`src/rtl/gapl_header_sequencer_if.sv`:
```
// Handshake and status bundle between the header/body split, the body processor and downstream.
// The slave modport is the sequencer's view; master is the surrounding logic's view.
interface gapl_header_sequencer_if #(
  parameter int unsigned HeaderWidth = 192,
  parameter int unsigned Depth       = 4,
  parameter int unsigned CntWidth    = 32
);
  localparam int unsigned OccW = $clog2(Depth) + 1;

  logic [HeaderWidth-1:0] hdr_in;
  logic                   in_tvalid;
  logic                   in_tlast;
  logic                   in_tready;
  logic                   proc_in_tvalid;
  logic                   proc_in_tready;
  logic                   proc_out_tvalid;
  logic                   proc_out_tlast;
  logic                   proc_out_tready;
  logic                   out_tvalid;
  logic                   out_tready;
  logic [HeaderWidth-1:0] hdr_out;
  logic                   hdr_out_valid;
  logic [OccW-1:0]        occupancy;
  logic [CntWidth-1:0]    pkts_in;
  logic [CntWidth-1:0]    pkts_out;

  modport slave (
    input  hdr_in, in_tvalid, in_tlast, proc_in_tready,
    input  proc_out_tvalid, proc_out_tlast, out_tready,
    output in_tready, proc_in_tvalid, proc_out_tready, out_tvalid,
    output hdr_out, hdr_out_valid, occupancy, pkts_in, pkts_out
  );

  modport master (
    output hdr_in, in_tvalid, in_tlast, proc_in_tready,
    output proc_out_tvalid, proc_out_tlast, out_tready,
    input  in_tready, proc_in_tvalid, proc_out_tready, out_tvalid,
    input  hdr_out, hdr_out_valid, occupancy, pkts_in, pkts_out
  );
endinterface

```
`src/rtl/gapl_header_sequencer.sv`:
```
// Header FIFO that keeps packet headers aligned with bodies across a variable-latency body
// processor: push on the first accepted input beat, pop on the last accepted output beat.
module gapl_header_sequencer #(
  parameter int unsigned HeaderWidth = 192,
  parameter int unsigned Depth       = 4,
  parameter int unsigned CntWidth    = 32
) (
  input logic                    clock,
  input logic                    reset,
  gapl_header_sequencer_if.slave bus
);
  localparam int unsigned PtrW = $clog2(Depth);
  localparam int unsigned OccW = PtrW + 1;

  typedef enum logic {StSop, StBody} in_state_e;

  in_state_e              in_state_q, in_state_d;
  logic [HeaderWidth-1:0] mem_q [Depth];
  logic [PtrW-1:0]        wr_ptr_q, wr_ptr_d;
  logic [PtrW-1:0]        rd_ptr_q, rd_ptr_d;
  logic [OccW-1:0]        occ_q, occ_d;
  logic [CntWidth-1:0]    pkts_in_q, pkts_in_d;
  logic [CntWidth-1:0]    pkts_out_q, pkts_out_d;

  logic in_sop, full, empty, block;
  logic in_acc, out_acc, push, pop;

  assign in_sop = (in_state_q == StSop);
  // full/empty come from registered occupancy only, so a same-cycle pop never frees a slot
  assign full   = (occ_q == OccW'(Depth));
  assign empty  = (occ_q == '0);
  assign block  = in_sop & full;

  assign bus.proc_in_tvalid  = bus.in_tvalid & ~block;
  assign bus.in_tready       = bus.proc_in_tready & ~block;
  assign in_acc              = bus.in_tvalid & bus.in_tready;
  assign push                = in_acc & in_sop;

  assign bus.out_tvalid      = bus.proc_out_tvalid & ~empty;
  assign bus.proc_out_tready = bus.out_tready & ~empty;
  assign out_acc             = bus.out_tvalid & bus.out_tready;
  assign pop                 = out_acc & bus.proc_out_tlast;

  assign bus.hdr_out       = mem_q[rd_ptr_q];
  assign bus.hdr_out_valid = ~empty;
  assign bus.occupancy     = occ_q;
  assign bus.pkts_in       = pkts_in_q;
  assign bus.pkts_out      = pkts_out_q;

  always_comb begin
    in_state_d = in_state_q;
    wr_ptr_d   = wr_ptr_q;
    rd_ptr_d   = rd_ptr_q;
    occ_d      = occ_q;
    pkts_in_d  = pkts_in_q;
    pkts_out_d = pkts_out_q;

    if (in_acc) begin
      in_state_d = bus.in_tlast ? StSop : StBody;
    end
    if (push) begin
      wr_ptr_d  = wr_ptr_q + 1'b1;
      pkts_in_d = pkts_in_q + 1'b1;
    end
    if (pop) begin
      rd_ptr_d   = rd_ptr_q + 1'b1;
      pkts_out_d = pkts_out_q + 1'b1;
    end
    case ({push, pop})
      2'b10:   occ_d = occ_q + 1'b1;
      2'b01:   occ_d = occ_q - 1'b1;
      default: occ_d = occ_q;
    endcase
  end

  always_ff @(posedge clock or posedge reset) begin
    if (reset) begin
      in_state_q <= StSop;
      wr_ptr_q   <= '0;
      rd_ptr_q   <= '0;
      occ_q      <= '0;
      pkts_in_q  <= '0;
      pkts_out_q <= '0;
    end else begin
      in_state_q <= in_state_d;
      wr_ptr_q   <= wr_ptr_d;
      rd_ptr_q   <= rd_ptr_d;
      occ_q      <= occ_d;
      pkts_in_q  <= pkts_in_d;
      pkts_out_q <= pkts_out_d;
    end
  end

  always_ff @(posedge clock) begin
    if (push) begin
      mem_q[wr_ptr_q] <= bus.hdr_in;
    end
  end
endmodule
```
`src/flat_wrapper.sv`:
```
// flat-port wrapper written by rule: the top's interface ports become plain ports
module gapl_header_sequencer_flat 
#(
  parameter int unsigned HeaderWidth = 192,
  parameter int unsigned Depth       = 4,
  parameter int unsigned CntWidth    = 32
)
  (clock, reset, bus_hdr_in, bus_in_tvalid, bus_in_tlast, bus_proc_in_tready, bus_proc_out_tvalid, bus_proc_out_tlast, bus_out_tready, bus_in_tready, bus_proc_in_tvalid, bus_proc_out_tready, bus_out_tvalid, bus_hdr_out, bus_hdr_out_valid, bus_occupancy, bus_pkts_in, bus_pkts_out);
  gapl_header_sequencer_if #(.HeaderWidth(HeaderWidth), .Depth(Depth), .CntWidth(CntWidth)) bus_i ();
  input logic clock;
  input logic reset;
  input wire logic [$bits(bus_i.hdr_in)-1:0] bus_hdr_in;
  input wire logic [$bits(bus_i.in_tvalid)-1:0] bus_in_tvalid;
  input wire logic [$bits(bus_i.in_tlast)-1:0] bus_in_tlast;
  input wire logic [$bits(bus_i.proc_in_tready)-1:0] bus_proc_in_tready;
  input wire logic [$bits(bus_i.proc_out_tvalid)-1:0] bus_proc_out_tvalid;
  input wire logic [$bits(bus_i.proc_out_tlast)-1:0] bus_proc_out_tlast;
  input wire logic [$bits(bus_i.out_tready)-1:0] bus_out_tready;
  output wire logic [$bits(bus_i.in_tready)-1:0] bus_in_tready;
  output wire logic [$bits(bus_i.proc_in_tvalid)-1:0] bus_proc_in_tvalid;
  output wire logic [$bits(bus_i.proc_out_tready)-1:0] bus_proc_out_tready;
  output wire logic [$bits(bus_i.out_tvalid)-1:0] bus_out_tvalid;
  output wire logic [$bits(bus_i.hdr_out)-1:0] bus_hdr_out;
  output wire logic [$bits(bus_i.hdr_out_valid)-1:0] bus_hdr_out_valid;
  output wire logic [$bits(bus_i.occupancy)-1:0] bus_occupancy;
  output wire logic [$bits(bus_i.pkts_in)-1:0] bus_pkts_in;
  output wire logic [$bits(bus_i.pkts_out)-1:0] bus_pkts_out;
  assign bus_i.hdr_in = bus_hdr_in;
  assign bus_i.in_tvalid = bus_in_tvalid;
  assign bus_i.in_tlast = bus_in_tlast;
  assign bus_i.proc_in_tready = bus_proc_in_tready;
  assign bus_i.proc_out_tvalid = bus_proc_out_tvalid;
  assign bus_i.proc_out_tlast = bus_proc_out_tlast;
  assign bus_i.out_tready = bus_out_tready;
  assign bus_in_tready = bus_i.in_tready;
  assign bus_proc_in_tvalid = bus_i.proc_in_tvalid;
  assign bus_proc_out_tready = bus_i.proc_out_tready;
  assign bus_out_tvalid = bus_i.out_tvalid;
  assign bus_hdr_out = bus_i.hdr_out;
  assign bus_hdr_out_valid = bus_i.hdr_out_valid;
  assign bus_occupancy = bus_i.occupancy;
  assign bus_pkts_in = bus_i.pkts_in;
  assign bus_pkts_out = bus_i.pkts_out;
  gapl_header_sequencer #(.HeaderWidth(HeaderWidth), .Depth(Depth), .CntWidth(CntWidth)) u_core (.clock(clock), .reset(reset), .bus(bus_i));
endmodule
```
`config.mk`:
```
export PLATFORM = sky130hd
export DESIGN_NAME = gapl_header_sequencer_flat
export DESIGN_NICKNAME = d
export VERILOG_FILES = /design/src/rtl/gapl_header_sequencer_if.sv /design/src/rtl/gapl_header_sequencer.sv /design/src/flat_wrapper.sv
export SDC_FILE = /design/constraint.sdc
export NUM_CORES = 1
export LEC_CHECK = 0
export BUFFER_PORTS_ARGS = -buffer_cell sky130_fd_sc_hd__buf_4
export CORE_MARGIN = 2
export CORE_UTILIZATION = 33
export CTS_CLUSTER_DIAMETER = 150
export DETAILED_ROUTE_END_ITERATION = 10
export HOLD_SLACK_MARGIN = 0.15
export MAX_ROUTING_LAYER = met4
export SLEW_MARGIN = 20
export SYNTH_ARGS = -nofsm -noshare
export SYNTH_HDL_FRONTEND = slang
export SYNTH_SLANG_ARGS = --single-unit
export TNS_END_PERCENT = 10
```
`constraint.sdc`:
```
create_clock -name clock -period 6.98 [get_ports clock]
set_input_delay 1.396 -clock clock [delete_from_list [all_inputs] [get_ports clock]]
set_output_delay 1.396 -clock clock [all_outputs]
set_load 0.02 [all_outputs]
```
Yosys cells after proc, flatten, opt, wreduce, memory -nomap -nowiden

Memories as Yosys holds them, arrays and structs flattened.
Cells that the tools add are included.

$add $sub $neg: 6
Equality and inequality tests: 3
Bitwise operators: 12
Multiplexer cells: 4
Reduce and logical (&&, ||, !) cells: 2

Operators with widths:

| kind                    | number |
|---|---|
| $add A32 B1 Y32 const B | 2 |
| $and A1 B1 Y1           | 9 |
| $pmux W3 S2             | 1 |
| $add A2 B1 Y2 const B   | 2 |
| $add A3 B1 Y3 const B   | 1 |
| $eq A3 B3 Y1 const B    | 1 |
| $logic_not A3 Y1        | 1 |
| $mux W1                 | 3 |
| $not A1 Y1              | 3 |
| $sub A3 B1 Y3 const B   | 1 |
| $eq A2 B1 Y1 const B    | 1 |
| $eq A2 B2 Y1 const B    | 1 |
| $reduce_bool A2 Y1      | 1 |

Memories: 1
Output and inout port bits: 264
Word-level logic and storage cells: 34
Bits in registers: 72
Bits of input ports: 200
Memory bits (writable): 768

Memories:

| name         | depth | width | rd ports | clocked after memory_dff | write ports | RTL line                    | source |
|---|---|---|---|---|---|---|---|
| u_core.mem_q | 4     | 192   | 1        | 0                        | 1           | gapl_header_sequencer.sv:18 | `logic [HeaderWidth-1:0] mem_q [Depth];` |

Depth between registers and ports, before layout

Gate-level depths: netlist of run 1.

Depth after elaboration: 8
Depth in mapped cells: 10
Mapped depth without buffers: 9

Least setup slack after synthesis of run 1

No wires, ideal clock.

Path type: input port to flip-flop
Start point: input port bus_in_tvalid
End point: memory u_core.mem_q[2][0] (enable)
Slack: 161 ps
Library setup time: 576 ps
Required time: 6404 ps
Stages on the path: 3
Arrival time: 6244 ps
Buffers on the path: 0
Cells stage by stage: nand3b_1 > nor2_2 > and2_1

Longest elaborated chain between the ends: 4

Ends and longest elaborated chain:

| element                       | RTL line                    | source |
|---|---|---|
| start, declared               | flat_wrapper.sv:13          | `input wire logic [$bits(bus_i.in_tvalid)-1:0] bus_in_tvalid;` |
| $and A1 B1 Y1                 | gapl_header_sequencer.sv:36 | `assign in_acc = bus.in_tvalid & bus.in_tready;` |
| $and A1 B1 Y1                 | gapl_header_sequencer.sv:37 | `assign push = in_acc & in_sop;` |
| $mux W1                       | gapl_header_sequencer.sv:95 | `if (push) begin` |
| $mux W1 (implied by the code) | gapl_header_sequencer.sv:96 | `mem_q[wr_ptr_q] <= bus.hdr_in;` |
| end, declared                 | gapl_header_sequencer.sv:18 |  |

No other way between the ends.

Worst setup path after layout of run 1

Start point: register u_core.rd_ptr_q[0]
End point: output port bus_hdr_out[137]

Longest elaborated chain between the ends: 1

Ends and longest elaborated chain:

| element                | RTL line                    | source |
|---|---|---|
| start, declared        | gapl_header_sequencer.sv:20 | `logic [PtrW-1:0] rd_ptr_q, rd_ptr_d;` |
| start signal, assigned | gapl_header_sequencer.sv:87 | `rd_ptr_q <= rd_ptr_d;` |
| $mem_v2 Z4 W192        | n/a                         |  |
| end, declared          | flat_wrapper.sv:23          | `output wire logic [$bits(bus_i.hdr_out)-1:0] bus_hdr_out;` |

No other way between the ends.

==> results.md, run 1 <==
- Outcome: complete, no violations
- Mapped Area: 31010 sq um
- Max-cap violation count: 0
- Post-CTS Resized: 0
- WP data arrival: 3.07 ns
- Slew @ Worst Pin: 0.9227 ns
- Hold Vio Cnt, Final: 0
- EDFF count, synth: 768
- CTS tree: done
- Die area: 96430 sq um
- Min setup slack post-route: 2.516 ns
- Leak: 0.01351 uW
- Register area share after synthesis: 0.8019
- Clock-pin slew on the worst setup and hold paths: 0.06 ns
- Synth Register Bits: 840
- Achievable Freq: 0.2240 GHz
- Placement row count: 112
- DR vias: 14960
- CTS max path bufs: 3
- Post-synthesis simple-gate area fraction: 0.02530
- WP data required: 5.58 ns
- Hold Path Class: reg -> reg
- Clock Sinks: 840
- Reg power frac: 0.402
- First-pass GRT wire length: 104100 um
- Final TNS setup: 0 ns
- DRC: 0
- Combinational power share: 0.280
- Vias in the first global route: 16020
- First drt pass iteration count: 4
- Largest net degree at the start of global routing: 106
- TritonCTS buffer count: 91
- Mapped Nets: 1515
- Via density: 4.730
- H-tree depth: 3
- Share of cells above drive strength 1: 0.4311
- Max-slew violation count: 0
- R2r setup slk: 3.92 ns
- Pre-CTS setup slack: 2.850 ns
- Root Driver: clkbuf_16
- Core footprint: 93190 sq um
- Area leader, netlist: edfxtp_1
- Routed len/inst: 22.16 um
- Clock latency at the later pin of the worst-skew pair: 0.66 ns
- Area growth, synth to finish: 26.05%
- Initial antenna violation count: 16
- Maximum net fanout on the critical path: 94
- Ys Warns: 0
- Nets@finish: 2035
- Synth Area in XOR/XNOR: 0.01921
- Die width: 310.5 um
- Post-route ant nets: 0
- P_sw: 4444 uW
- Slew HR: 0.3849
- Hold Path Cell Cnt: 1
- Power consumption: 14950 uW
- Fraction of the mapped netlist area in adder cells: 0.003470
- Post-CTS Hold Buffers: 0
- Final period util: 0.6396
- Final setup skew: 0.02350 ns
- Total GRT Usage: 0.1479
- Setup violators final: 0
- Final min period: 4.464 ns
- Max VDD drop: 0.2467 mV
- Mux share of post-synthesis cell area: 0.1401
- Mapped Cells: 1307
- Die Y: 310.5 um
- Internal Power: 10510 uW
- Top cells by area, synth: edfxtp_1 (74%), mux4_2 (14%), dfrtp_1 (5.8%)
- Post-synth top area share: 0.7438
- Post-DP HPWL: 43180 um
- Setup Fix Bufs, Post-CTS: 0
- Initial drt markers: 917
- Grt ovf: 0
- Clock share of power: 0.318
- Mean post-synth cell area: 23.72 sq um
- Crit path launch type: flop
- Critical path type: reg -> out
- GP Congestion: 0.8373
- Async SR Flop Fraction: 0.08571
- CP Capture Type: output port
- Unrepaired setup endpoints after global routing: false
- I/O pin count: 464
- WL final: 70100 um
- Util after Layout: 0.4194
- Distinct cells, synth: 38
- Compound-gate portion of the synthesized area: 0.001735
- R2R cell count: 4
- Switching Share: 0.2972
- Starting Density: 0.3327
- Main synth FF type: edfxtp_1
- IO buf count: 463
- Largest family of logic cells by synthesized area: multiplexers
- Power density cells: 382.6 nW/um^2
layer usage:
metal / vias up / share of wire / wire [um] / track usage
li1: 6545 / - / - / -
met1: 7855 / 0.38 / 26930 / 0.1694
met2: 464 / 0.52 / 36140 / 0.2410
met3: 97 / 0.078 / 5450 / 0.04979
met4: 0 / 0.023 / 1581 / 0.05494
met5: - / 0 / 0 / -
power groups by stage:
stage / combinational, uW / clock [uW] / sequential [uW]
after floorplan: 2640 / 0 / 6060
after global placement: 4290 / 0 / 6100
after detailed placement: 4300 / 0 / 6120
after CTS: 4310 / 4890 / 6020
after global routing: 4440 / 5090 / 6050
final: 4180 / 4760 / 6010
per-stage QoR:
step	std cells	hold WS [ns]	cell area (sq um)
after detailed placement	2988	0.4785	36060
final	3163	0.4932	39080
after floorplan	1307	0.5641	31010
after CTS	3147	0.4951	39030
after global placement	2988	0.4698	36060
after global routing	3163	0.5312	39080
synthesized netlist by cell type, types with 9 or more instances:
master	instances
and3_1	13
and4_1	9
buf_2	25
clkbuf_1	18
dfrtp_1	72
edfxtp_1	768
inv_1	9
mux4_2	192
nand2_1	20
nand3_1	31
nand4_1	23
xnor2_1	49
xor2_1	19
state kept, by name, summed over array words and instances, names as in the netlist:
register	flops
u_core.bus.pkts_out	32
u_core.bus.pkts_in	32
u_core.in_state_q	1
u_core.mem_q	768
u_core.wr_ptr_q	2
u_core.bus.occupancy	3
u_core.rd_ptr_q	2
critical path, cell delays in order, from the launching register on:
cell and delay (ns):
dfrtp_4 0.81, buf_12 0.59, mux4_2 0.64, buf_4 0.18
final timing paths:
check	startpoint	to
max	u_core.rd_ptr_q[0]$_DFFE_PP0P_	bus_hdr_out[137]
min	u_core.bus.pkts_out[31]$_DFFE_PP0P_	u_core.bus.pkts_out[31]$_DFFE_PP0P_
max reg2reg	u_core.in_state_q$_DFFE_PP0N_	u_core.mem_q[1][124]$_DFFE_PP_
min reg2reg	u_core.bus.pkts_out[31]$_DFFE_PP0P_	u_core.bus.pkts_out[31]$_DFFE_PP0P_
max in group asynchronous	reset	u_core.rd_ptr_q[0]$_DFFE_PP0P_
min in group asynchronous	reset	u_core.bus.pkts_in[4]$_DFFE_PP0P_
logic make-up (layout without fill, tap and decap cells):
logic type               count (synthesis)  in the layout
multiplexers                           194            194
adder cells (fa/ha/maj)                  8              8
XOR/XNOR                                68             68
flip-flops                             840            840
AND/OR/NAND/NOR                        131            131
buffers and inverters                   60            646
other                                    0             16
AO/OA/AOI/OAI                            6              6
final cells by class:
cell class,count,area [sq um]
sequential,840,24870
clock inverter,51,576.8
inverter,11,41.29
clock buffer,108,2394
timing repair buffer,476,3674
antenna,16,40.04
tap,1254,1569
multi-input combinational,407,5918
fill,8162,54110
placed cells by master (no fill, tap or decap), types with 11 or more instances in the layout:
cell type,count
nand2_1,20
clkbuf_16,93
dfrtp_1,70
mux4_2,192
clkinv_2,11
clkbuf_1,14
buf_4,468
and3_1,13
diode_2,16
clkinv_1,15
xor2_1,19
edfxtp_1,768
nand3_1,31
xnor2_1,49
nand4_1,23
No activity file was read; power rests on OpenSTA's default activity.
==> run 2: changes to the inputs <==
==> constraint.sdc (replaced) <==
create_clock -name clock -period 4.4 [get_ports clock]
set_input_delay 0.88 -clock clock [delete_from_list [all_inputs] [get_ports clock]]
set_output_delay 0.88 -clock clock [all_outputs]
set_load 0.02 [all_outputs]
==> run 2 against run 1 <==
Compared with the run above: sequential power up 58%; first-iteration DRC count grew 30%; clock skew up 0.0024 ns.
==> results.md, run 2 (synthesized netlist as in run 1, its figures left out) <==
- Critical-path cell with the highest stage delay: dfrtp_4
- Post-CTS Hold Buffers: 0
- Critical path type: reg -> out
- Crit-path max cell delay: 0.66 ns
- CP cell instances: buf_12 > buf_12 > mux4_2 > buf_4
- Routed len/inst: 21.68 um
- I/O pin count: 464
- Initial antenna violation count: 7
- Final period util: 0.8076
- First-pass GRT wire length: 103700 um
- Final min period: 3.554 ns
- Hold Vio Cnt, Final: 0
- Hold Path Class: in -> reg
- Worst hold slack: 0.4282 ns
- Post-route ant nets: 0
- M3 GR Usage: 0.04011
- DRC: 0
- Commonest non-fill, non-tap cell in the layout: edfxtp_1
- Unrepaired setup endpoints after global routing: false
- TritonCTS buffer count: 91
- Leak: 0.01372 uW
- GP Congestion: 0.7967
- Setup violators final: 0
- Outcome: complete, no violations
- CP Capture Type: output port
- Max VDD drop: 0.3144 mV
- Clock Sinks: 840
- CP bufs+invs: 3
- WP data required: 3.52 ns
- Die Y: 310.5 um
- Root Driver: clkbuf_16
- Max FFs per register: 768
- Placement row count: 112
- WP data arrival: 2.67 ns
- Initial drt markers: 1192
- CTS tree: done
- Most used cell, CP: buf_12
- Total GRT Usage: 0.1462
- Nets@finish: 2061
- Power density cells: 604.5 nW/um^2
- DR vias: 15170
- GR Layer Usage met2: 0.2407
- Post-CTS Resized: 0
- Min setup slack post-route: 0.8465 ns
- Maximum net fanout on the critical path: 40
- Area growth, synth to finish: 27.29%
- Util after Layout: 0.4235
- GR Layer Usage met1: 0.1709
- Clock latency at the later pin of the worst-skew pair: 0.64 ns
- IO buf count: 463
- WL final: 69200 um
- CTS max path bufs: 3
- GRT Max-Usage Layer: met2
- Largest net degree at the start of global routing: 84
- Setup Fix Bufs, Post-CTS: 0
- Crit path launch type: flop
- Pre-CTS setup slack: 1.442 ns
- Clock-pin slew on the worst setup and hold paths: 0.06 ns
- Via density: 4.751
- Vias in the first global route: 16130
- Post-DP HPWL: 45210 um
- Most frequent cells in the layout: edfxtp_1 (768), buf_4 (478), mux4_2 (192)
- Achievable Freq: 0.2814 GHz
- Grt ovf: 0
- Starting Density: 0.3327
- Final setup skew: 0.02591 ns
- Core footprint: 93190 sq um
- Share of cells above drive strength 1: 0.4399
- R2r setup slk: 2.00 ns
- First drt pass iteration count: 5
- Slew @ Worst Pin: 0.9318 ns
- Max-slew violation count: 0
- Die area: 96430 sq um
- H-tree depth: 3
- Die width: 310.5 um
- Slew HR: 0.3779
- Max-cap violation count: 0
- Top delay family on crit path: buffers and inverters
- Largest Register: u_core.mem_q
- Fill cell count: 8036
run 2: cell count changes in the layout (fill, tap and decap cells not counted), moves of 2 or more:
cell	previous run	this run
clkinv_1	15	20
inv_16	2	0
diode_2	16	8
clkinv_4	4	2
buf_4	468	478
clkinv_2	11	22
buf_12	8	24
clkbuf_1	14	12
run 2: layout make-up:
| class | instances | area, sq um | area share |
|---|---|---|---|
| well taps | 1254 | 1569 | 0.03975 |
| multi-input cells | 407 | 5912 | 0.1498 |
| repair buffers | 502 | 4069 | 0.1031 |
| diodes | 8 | 20.02 | 0.0005072 |
| flip-flops and latches | 840 | 24870 | 0.6302 |
| inverters | 11 | 41.29 | 0.001046 |
| clock buffers | 105 | 2372 | 0.06011 |
| clock inverters | 65 | 613.1 | 0.01553 |
run 2: stage by stage:
step / TNS (ns) / total power, uW / cells / area [sq um]
5_1_grt: 0 / 24820 / 3191 / 39470
3_3_place_gp: 0 / 16610 / 3014 / 36450
4_1_cts: 0 / 24260 / 3184 / 39440
2_1_floorplan: -1096.30 / 13800 / 1307 / 31010
3_5_place_dp: 0 / 16670 / 3014 / 36450
6_report: 0 / 23860 / 3192 / 39470
run 2: per-layer routing:
metal  share of wire  up-vias
met1            0.39     7961
met5               0        -
met4           0.027        0
li1                -     6603
met2            0.51      494
met3           0.069      107
run 2: final timing paths:
kind / from / end / cells past startpoint
min in group asynchronous: reset / u_core.bus.pkts_in[3]$_DFFE_PP0P_ / 2
max in group asynchronous: reset / u_core.bus.pkts_out[14]$_DFFE_PP0P_ / 3
worst min register to register: u_core.bus.pkts_out[31]$_DFFE_PP0P_ / u_core.bus.pkts_out[31]$_DFFE_PP0P_ / 1
worst max register to register: u_core.bus.occupancy[2]$_DFFE_PP0P_ / u_core.mem_q[0][67]$_DFFE_PP_ / 5
worst max-delay path: u_core.rd_ptr_q[0]$_DFFE_PP0P_ / bus_hdr_out[34] / 4
worst min-delay path: bus_hdr_in[103] / u_core.mem_q[0][103]$_DFFE_PP_ / 1
run 2: power by group:
part	leakage, uW	internal (uW)	switching, uW
sequential	0.00789	9180	325
clock	0.00147	4470	3060
combinational	0.00436	3190	3650
total	0.0137	16800	7030
run 2: worst reg2reg max path, delay by kind of cell (launching register included):
family        cells  cell delay [ns]
flops             1             0.47
buf+inv           2             0.60
simple gates      3             1.01
